--- config.mk ---
export PLATFORM = sky130hd
export DESIGN_NAME = display_scan_mux
export DESIGN_NICKNAME = d
export VERILOG_FILES = /design/src/rtl/display_pkg.sv /design/src/rtl/display_scan_mux_timer.sv /design/src/rtl/display_scan_mux.sv
export SDC_FILE = /design/constraint.sdc
export NUM_CORES = 1
export LEC_CHECK = 0
export ABC_CLOCK_PERIOD_IN_PS = 4400
export CAP_MARGIN = 5
export CORE_ASPECT_RATIO = 1.5
export CORE_MARGIN = 2
export CORE_UTILIZATION = 56
export CTS_BUF_LIST = sky130_fd_sc_hd__clkbuf_2 sky130_fd_sc_hd__clkbuf_4 sky130_fd_sc_hd__clkbuf_8
export DETAILED_ROUTE_END_ITERATION = 16
export PLACE_DENSITY = 0.92
export SLEW_MARGIN = 20
export SYNTH_ARGS = -nofsm -noshare
export SYNTH_HDL_FRONTEND = slang
export SYNTH_SLANG_ARGS = --single-unit
--- constraint.sdc ---
create_clock -name CLK -period 4.4 [get_ports CLK]
set_input_delay 0.66 -clock CLK [delete_from_list [all_inputs] [get_ports CLK]]
set_output_delay 0.66 -clock CLK [all_outputs]
set_load 0.02 [all_outputs]
--- src/rtl/display_pkg.sv ---
// display_pkg: constants shared by the segment decoder and the display scan mux.
//   SEG_BLANK_N  all segments off (active-low)
//   SEG_ZERO_N   active-low pattern of the digit '0'
//   DIGITS       number of multiplexed digits
//   scan_state_t scan FSM encoding (BLANK=0, SHOW=1)
//   anode_sel_n  active-low one-hot anode select for a digit index
package display_pkg;

  localparam logic [6:0] SEG_BLANK_N = 7'h7F;
  localparam logic [6:0] SEG_ZERO_N  = 7'b1000000;
  localparam int         DIGITS      = 4;

  typedef enum logic {
    BLANK = 1'b0,
    SHOW  = 1'b1
  } scan_state_t;

  function automatic logic [3:0] anode_sel_n(input logic [1:0] idx);
    return ~(4'b0001 << idx);
  endfunction

endpackage

--- src/rtl/display_scan_mux_timer.sv ---
// scan_timer: clock-enable gated up-counter with synchronous clear and a
// terminal-count compare against a runtime limit.
// Ports:
//   clk    in   system clock (rising edge)
//   clr_n  in   synchronous active-low reset, count -> 0
//   ce     in   clock enable; count and clear act only when 1
//   clr    in   synchronous clear (qualified by ce)
//   limit  in   terminal value; tc is high while count == limit
//   count  out  current count
//   tc     out  terminal-count flag (combinational from count/limit)
module scan_timer #(
  parameter int CNT_W = 16
) (
  input  logic             clk,
  input  logic             clr_n,
  input  logic             ce,
  input  logic             clr,
  input  logic [CNT_W-1:0] limit,
  output logic [CNT_W-1:0] count,
  output logic             tc
);

  logic [CNT_W-1:0] count_reg;

  always_ff @(posedge clk) begin
    if (!clr_n) begin
      count_reg <= '0;
    end else if (ce) begin
      if (clr) begin
        count_reg <= '0;
      end else begin
        count_reg <= count_reg + 1'b1;
      end
    end
  end

  assign count = count_reg;
  assign tc    = (count_reg == limit);

endmodule

--- src/rtl/display_scan_mux.sv ---
// display_scan_mux: time-multiplexes four active-low 7-segment patterns onto a
// shared segment bus with active-low anode selects, inserting an all-dark gap
// between digits to avoid ghosting. Each digit's pattern is snapshotted when
// its slot starts, so live input changes never tear a lit digit.
// Ports:
//   CLK         in   system clock (rising edge)
//   CLR_N       in   synchronous active-low reset (overrides CE)
//   CE          in   clock enable; timer, index, state and outputs advance only when 1
//   seg0..seg3  in   active-low patterns, digit 0 rightmost .. digit 3 leftmost
//   seg_n       out  shared segment bus, active-low, registered
//   an_n        out  anode selects, active-low, at most one low, registered
//   frame_tick  out  one-clock pulse on the edge digit 0 becomes lit
// Optional feature macro: LEADING_ZERO_BLANK_EN
//   When defined, a '0' on digit 3 keeps that slot dark, and a '0' on digit 2
//   keeps its slot dark when the latest digit-3 slot was dark. Timing and
//   frame_tick are unchanged. When undefined all four digits are always lit.
module display_scan_mux
  import display_pkg::*;
#(
  parameter int TICKS_PER_DIGIT = 50000,
  parameter int BLANK_TICKS     = 16,
  parameter int CNT_W           = 16
) (
  input  logic       CLK,
  input  logic       CLR_N,
  input  logic       CE,
  input  logic [6:0] seg0,
  input  logic [6:0] seg1,
  input  logic [6:0] seg2,
  input  logic [6:0] seg3,
  output logic [6:0] seg_n,
  output logic [3:0] an_n,
  output logic       frame_tick
);

  localparam logic [CNT_W-1:0] BLANK_LIM = CNT_W'(BLANK_TICKS - 1);
  localparam logic [CNT_W-1:0] SHOW_LIM  = CNT_W'(TICKS_PER_DIGIT - 1);

  scan_state_t      state_reg, state_next;
  logic [1:0]       idx_reg, idx_next;
  logic [6:0]       snap_reg, snap_next;
  logic [6:0]       seg_reg, seg_next;
  logic [3:0]       an_reg, an_next;
  logic             tick_reg, tick_next;
  logic [CNT_W-1:0] timer_count;
  logic [CNT_W-1:0] timer_limit;
  logic             timer_tc;
  logic             advance;
  logic [6:0]       live_seg;
  logic             slot_dark;
  logic [6:0]       seg_arr [DIGITS];

  assign seg_arr[0] = seg0;
  assign seg_arr[1] = seg1;
  assign seg_arr[2] = seg2;
  assign seg_arr[3] = seg3;

  assign timer_limit = (state_reg == SHOW) ? SHOW_LIM : BLANK_LIM;
  // A phase ends only on a CE-qualified cycle at terminal count.
  assign advance     = CE && timer_tc;
  assign live_seg    = seg_arr[idx_reg];

  scan_timer #(
    .CNT_W (CNT_W)
  ) u_timer (
    .clk   (CLK),
    .clr_n (CLR_N),
    .ce    (CE),
    .clr   (timer_tc),
    .limit (timer_limit),
    .count (timer_count),
    .tc    (timer_tc)
  );

`ifdef LEADING_ZERO_BLANK_EN
  // Remembers whether the most recent digit-3 slot was suppressed.
  logic dark3_reg, dark3_next;

  always_comb begin
    slot_dark  = 1'b0;
    dark3_next = dark3_reg;
    if (advance && state_reg == BLANK) begin
      if (idx_reg == 2'd3) begin
        slot_dark  = (live_seg == SEG_ZERO_N);
        dark3_next = slot_dark;
      end else if (idx_reg == 2'd2) begin
        slot_dark  = (live_seg == SEG_ZERO_N) && dark3_reg;
      end
    end
  end

  always_ff @(posedge CLK) begin
    if (!CLR_N) begin
      dark3_reg <= 1'b0;
    end else begin
      dark3_reg <= dark3_next;
    end
  end
`else
  assign slot_dark = 1'b0;
`endif

  // State register.
  always_ff @(posedge CLK) begin
    if (!CLR_N) begin
      state_reg <= BLANK;
    end else begin
      state_reg <= state_next;
    end
  end

  // Next-state logic.
  always_comb begin
    state_next = state_reg;
    if (advance) begin
      state_next = (state_reg == BLANK) ? SHOW : BLANK;
    end
  end

  // Output / datapath next values; outputs are registered from these so they
  // change on the same edge as the state.
  always_comb begin
    idx_next  = idx_reg;
    snap_next = snap_reg;
    seg_next  = snap_reg;
    an_next   = an_reg;
    tick_next = 1'b0;
    if (state_reg == BLANK) begin
      seg_next = SEG_BLANK_N;
    end
    if (advance) begin
      if (state_reg == BLANK) begin
        snap_next = live_seg;
        tick_next = (idx_reg == 2'd0);
        if (slot_dark) begin
          seg_next = SEG_BLANK_N;
          an_next  = 4'b1111;
        end else begin
          seg_next = live_seg;
          an_next  = anode_sel_n(idx_reg);
        end
      end else begin
        idx_next = idx_reg + 2'd1;
        seg_next = SEG_BLANK_N;
        an_next  = 4'b1111;
      end
    end else if (state_reg == SHOW && an_reg == 4'b1111) begin
      // Suppressed slot stays dark for its whole duration.
      seg_next = SEG_BLANK_N;
    end
  end

  always_ff @(posedge CLK) begin
    if (!CLR_N) begin
      idx_reg  <= 2'd0;
      snap_reg <= SEG_BLANK_N;
      seg_reg  <= SEG_BLANK_N;
      an_reg   <= 4'b1111;
      tick_reg <= 1'b0;
    end else begin
      idx_reg  <= idx_next;
      snap_reg <= snap_next;
      seg_reg  <= seg_next;
      an_reg   <= an_next;
      tick_reg <= tick_next;
    end
  end

  assign seg_n      = seg_reg;
  assign an_n       = an_reg;
  assign frame_tick = tick_reg;

endmodule
# Yosys cells after proc, flatten, opt, wreduce, memory -nomap -nowiden
# Index checks and enable logic that the tools add are counted.
# Widths: inputs -> output; s select.
dict set report totals {
  word_cells 35
  register_bits 38
  output_inout_bits 12
  in_bits 31
}
dict set report classes {
  n_reduce_logical 6
  order_cmp 1
  n_eq_ne 2
  mux 11
  shift 1
  n_bitwise 5
  add_sub_neg 2
}
# cell count
set ops {}
lappend ops {{$mux 7} 6}
lappend ops {{$mux 16} 2}
lappend ops {{$add 16x1->16 const B} 1}
lappend ops {{$eq 16x16->1} 1}
lappend ops {{$bmux 7 s2} 1}
lappend ops {{$eq 4x4->1 const B} 1}
lappend ops {{$mux 4} 1}
lappend ops {{$not 4->4} 1}
lappend ops {{$reduce_and 2->1} 2}
lappend ops {{$shl 1x2->4 const A} 1}
lappend ops {{$ge 3x3->1 const B} 1}
lappend ops {{$not 1->1} 3}
lappend ops {{$not 2->3} 1}
lappend ops {{$reduce_or 3->1} 1}
lappend ops {{$add 2x1->2 const B} 1}
lappend ops {{$logic_and 1x1->1} 2}
lappend ops {{$logic_not 2->1} 1}
lappend ops {{$mux 1} 1}

# Depth between registers and ports, before layout
dict set report logic_depth {
  depth_word 6
  mapped_depth 7
  depth_no_buf 5
}

# By module
# A second synthesis with hierarchy kept.
dict set report unflattened {
  hier_cells 198
  area_unflattened_um2 1945.6
}
# mod n_inst area_each_um2 seq_area_each_um2 cells_each
set modules_own_cells {}
lappend modules_own_cells {display_scan_mux 1 996.0 440.4 93}
lappend modules_own_cells {scan_timer 1 949.7 320.3 105}

# Worst setup path after synthesis
# Ideal clock, no wire load.
dict set report synth_path {
  path_kind {register to register}
  start {register u_timer.count_reg[4], in the netlist u_timer.count[4]}
  end {register u_timer.count_reg[3], in the netlist u_timer.count[3]}
  stages_incl_launch_ff 7
  setup_slack_ns 2.242
  required_time_ns 4.285
  arrival_ns 2.044
  period_less_slack_ns 2.158
  cell_sequence {dfxtp_1 -> or4_1 -> or3_1 -> buf_6 -> o41ai_4 -> buf_6 -> nor2_1}
}
dict set report synth_between {
  elab_chain_cells 2
}
# element line_no
set synth_rtl {}
lappend synth_rtl {{start, declared} display_scan_mux_timer.sv:23} ;# logic [CNT_W-1:0] count_reg;
lappend synth_rtl {{start signal, assigned} display_scan_mux_timer.sv:32} ;# count_reg <= count_reg + 1'b1;
lappend synth_rtl {{$eq 16x16->1} display_scan_mux_timer.sv:38} ;# assign tc = (count_reg == limit);
lappend synth_rtl {{$mux 16} display_scan_mux_timer.sv:29} ;# if (clr) begin
# No other way between the ends.
# A chain may end at the register's enable or synchronous reset.

==> metrics.md <==
| Metric | Value |
|---|---|
| Worst Path Arrival | 2940 ps |
| Crit path max fanout | 16 |
| Maxcap violations | 0 |
| Power Density | 305 nW/um^2 |
| Synth Register Bits | 38 |
| CP peak stage delay | 830 ps |
| Worst path required time | 4550 ps |
| Sum of negative setup slack | 0 ps |
| Final ANT Viol Nets | 0 |
| Placed wire-length estimate | 3360 um |
| WP depth | 5 |
| Crit path launch type | input pin |
| Num CTS Buffers | 5 |
| Max-slew violation count | 0 |
| Synth-to-layout area growth | 28.5% |
| Worst Reg2Reg Path Length in Cells | 4 |
| GRT Overall Usage | 25.5% |
| Synthesized netlist net count | 250 |
| Die W | 52.2 um |
| Die height | 76.3 um |
| Final min period | 2790 ps |
| Crit path buffers/inverters | 1 |
| Final period util | 63.3% |
| Post-synth cell types | 35 |
| Number of flip-flops in the largest register | 16 |
| Final setup vio count | 0 |
| Relative slew slack | 44.7% |
| Via Count | 1730 |
| Ant diodes | 0 |
| Vias per cell | 5.90 |
| Final Hold Viols | 0 |
| # hold bufs at CTS | 0 |
| Critical path, cell by cell | clkdlybuf4s50_1, nand4_1, or3_1, o41ai_4, nor2_1 |
| IR drop worst, VDD | 0.458 mV |
| Global-route wire length before repair | 7700 um |
| Initial DRC count | 42 |
| Top cells by area, synth | dfxtp_1, mux4_2, nor4_1 |
| Largest net degree at the start of global routing | 21 |
| Cts repair resizes | 0 |
| Most frequent standard cell in the layout excluding fill and tap cells | clkdlybuf4s50_1 |
| Setup repair bufs after CTS | 0 |
| Clock transition at the registers of the reported paths | 70 ps |
| Setup Skew | 8.93 ps |
| Most frequent cells in the layout | clkdlybuf4s50_1, dfxtp_1, nor4_1, inv_1, nor2_1 |
| Gr busiest metal | met2 |
| Post-synth EDFFs | 0 |
| Grt ovf | 0 |
| Final estimated routing congestion in global placement | 0.832 |
| Crit path capture type | flop |
| Final worst slack | 1610 ps |
| Utilization after layout | 74.0% |
| Vias in the first global route | 1761 |
| # DRC | 0 |
| H-tree levels | 2 |
| GR Util met1 | 27.3% |
| Nets@finish | 286 |
| Crit path max-delay family | simple AND/OR/NAND/NOR gates |
| Core box area | 3380 sq um |
| Mean post-synth cell area | 9.11 sq um |
| WL final | 4430 um |
| WS Path Type | input pin to flop |
| Fillers | 247 |
| Synth Cell Area | 1950 sq um |
| Worst min path class | flop to flop |
| Pleak | 0.952 nW |
| GRT met2 Usage | 44.6% |
| Io pins | 43 |
| Status | completed |
| Hold path depth | 2 |
| CTS Root Cell | clkbuf_8 |
| Row cnt | 26 |
| CTS max path bufs | 2 |
| RSZ-0062 raised after global routing | false |
| Gate count of the mapped netlist | 214 |
| Die area | 3980 sq um |
| Asr flop ratio synth | 0% |
| Buffers on Ports | 42 |
| Top cell type's share of synthesized area | 39.0% |
| Post-synth top area cell | dfxtp_1 |
| Clock insertion delay at the later pin of the skew report | 290 ps |
| Layout cells sized above 1 | 8.37% |
| Power Total | 0.763 mW |
| Initial antenna violation count | 0 |
| WL/cell | 15.1 um |
| Place WS | 1260 ps |
| CTS tree | done |
| Drt first pass iters | 4 |
| CP max-delay cell | o41ai_4 |
| CTS Sinks | 38 |
| Post-synthesis sequential area ratio | 39.0% |
| Achievable frequency | 0.359 GHz |
| Synth Flop Type | dfxtp_1 |
| Met3 global-route usage | 6.67% |
| Worst-Margin Slew | 826 ps |
| Synth Warn # | 0 |
| Initial Utilization | 57.6% |
## tightest hold or removal path: cells and delay by family, from the launching register on
| kind | cells | cell delay, ps |
|---|---|---|
| compound gates | 1 | 60 |
| buf+inv | 1 | 50 |
| flops | 1 | 310 |
## metrics by stage
stage / std cells / instance area, sq um / hold WS (ps)
2_1_floorplan: 214 / 1950 / 440
3_3_place_gp: 285 / 2360 / 449
3_5_place_dp: 285 / 2360 / 452
4_1_cts: 293 / 2500 / 465
5_1_grt: 293 / 2500 / 486
6_report: 293 / 2500 / 466
## synth_stat cells (8+ instances only)
cell      instances
dfxtp_1          38
nand2b_1          8
a31oi_1          11
inv_1            13
o21ai_0           9
nor2_1           12
xor2_1            9
nand4_1           9
a21oi_1          11
nand2_1          11
nor4_1           14
clkbuf_1         12
## power by group
part	internal, mW	switching (mW)	total (mW)	leakage (nW)
registers	0.346	0.00156	0.347	0.307
logic	0.0342	0.0144	0.0486	0.573
clock network	0.242	0.126	0.368	0.0714
total	0.622	0.142	0.763	0.952
## final cells by class
cell class              count  area (sq um)  area share, %
flip-flops and latches     38           761           30.4
clock inverters             2          60.1           2.40
multi-input cells         149          1070           42.8
inverters                  13          48.8           1.95
clock buffers               6          82.6           3.30
well taps                  42          52.6           2.10
repair buffers             43           428           17.1
## cell families after synthesis
kind of cell    Yosys count  synth area share (%)
compound gates           35                  11.2
xor+xnor                 11                  4.94
fa+ha+maj                 5                  3.21
buf+inv                  27                  5.97
flops                    38                  39.0
mux                      10                  9.63
simple gates             88                  26.0
## routing by layer
metal | part of all wire [%] | vias up
met4 | 3.3 | 0
met2 | 56 | 45
met5 | 0 | -
met3 | 3.1 | 14
li1 | - | 849
met1 | 38 | 822
## path summary, 6_finish.rpt
check / start / endpoint / slack, ps
setup reg to reg: state_reg$_SDFFE_PN0P_ / u_timer.count[4]$_SDFFE_PN0P_ / 1880
hold reg to reg: snap_reg[6]$_SDFFE_PN1P_ / snap_reg[6]$_SDFFE_PN1P_ / 470
setup / recovery: CE / u_timer.count[4]$_SDFFE_PN0P_ / 1610
hold / removal: snap_reg[6]$_SDFFE_PN1P_ / snap_reg[6]$_SDFFE_PN1P_ / 470
Note: power is estimated with default switching activity, not from simulation.
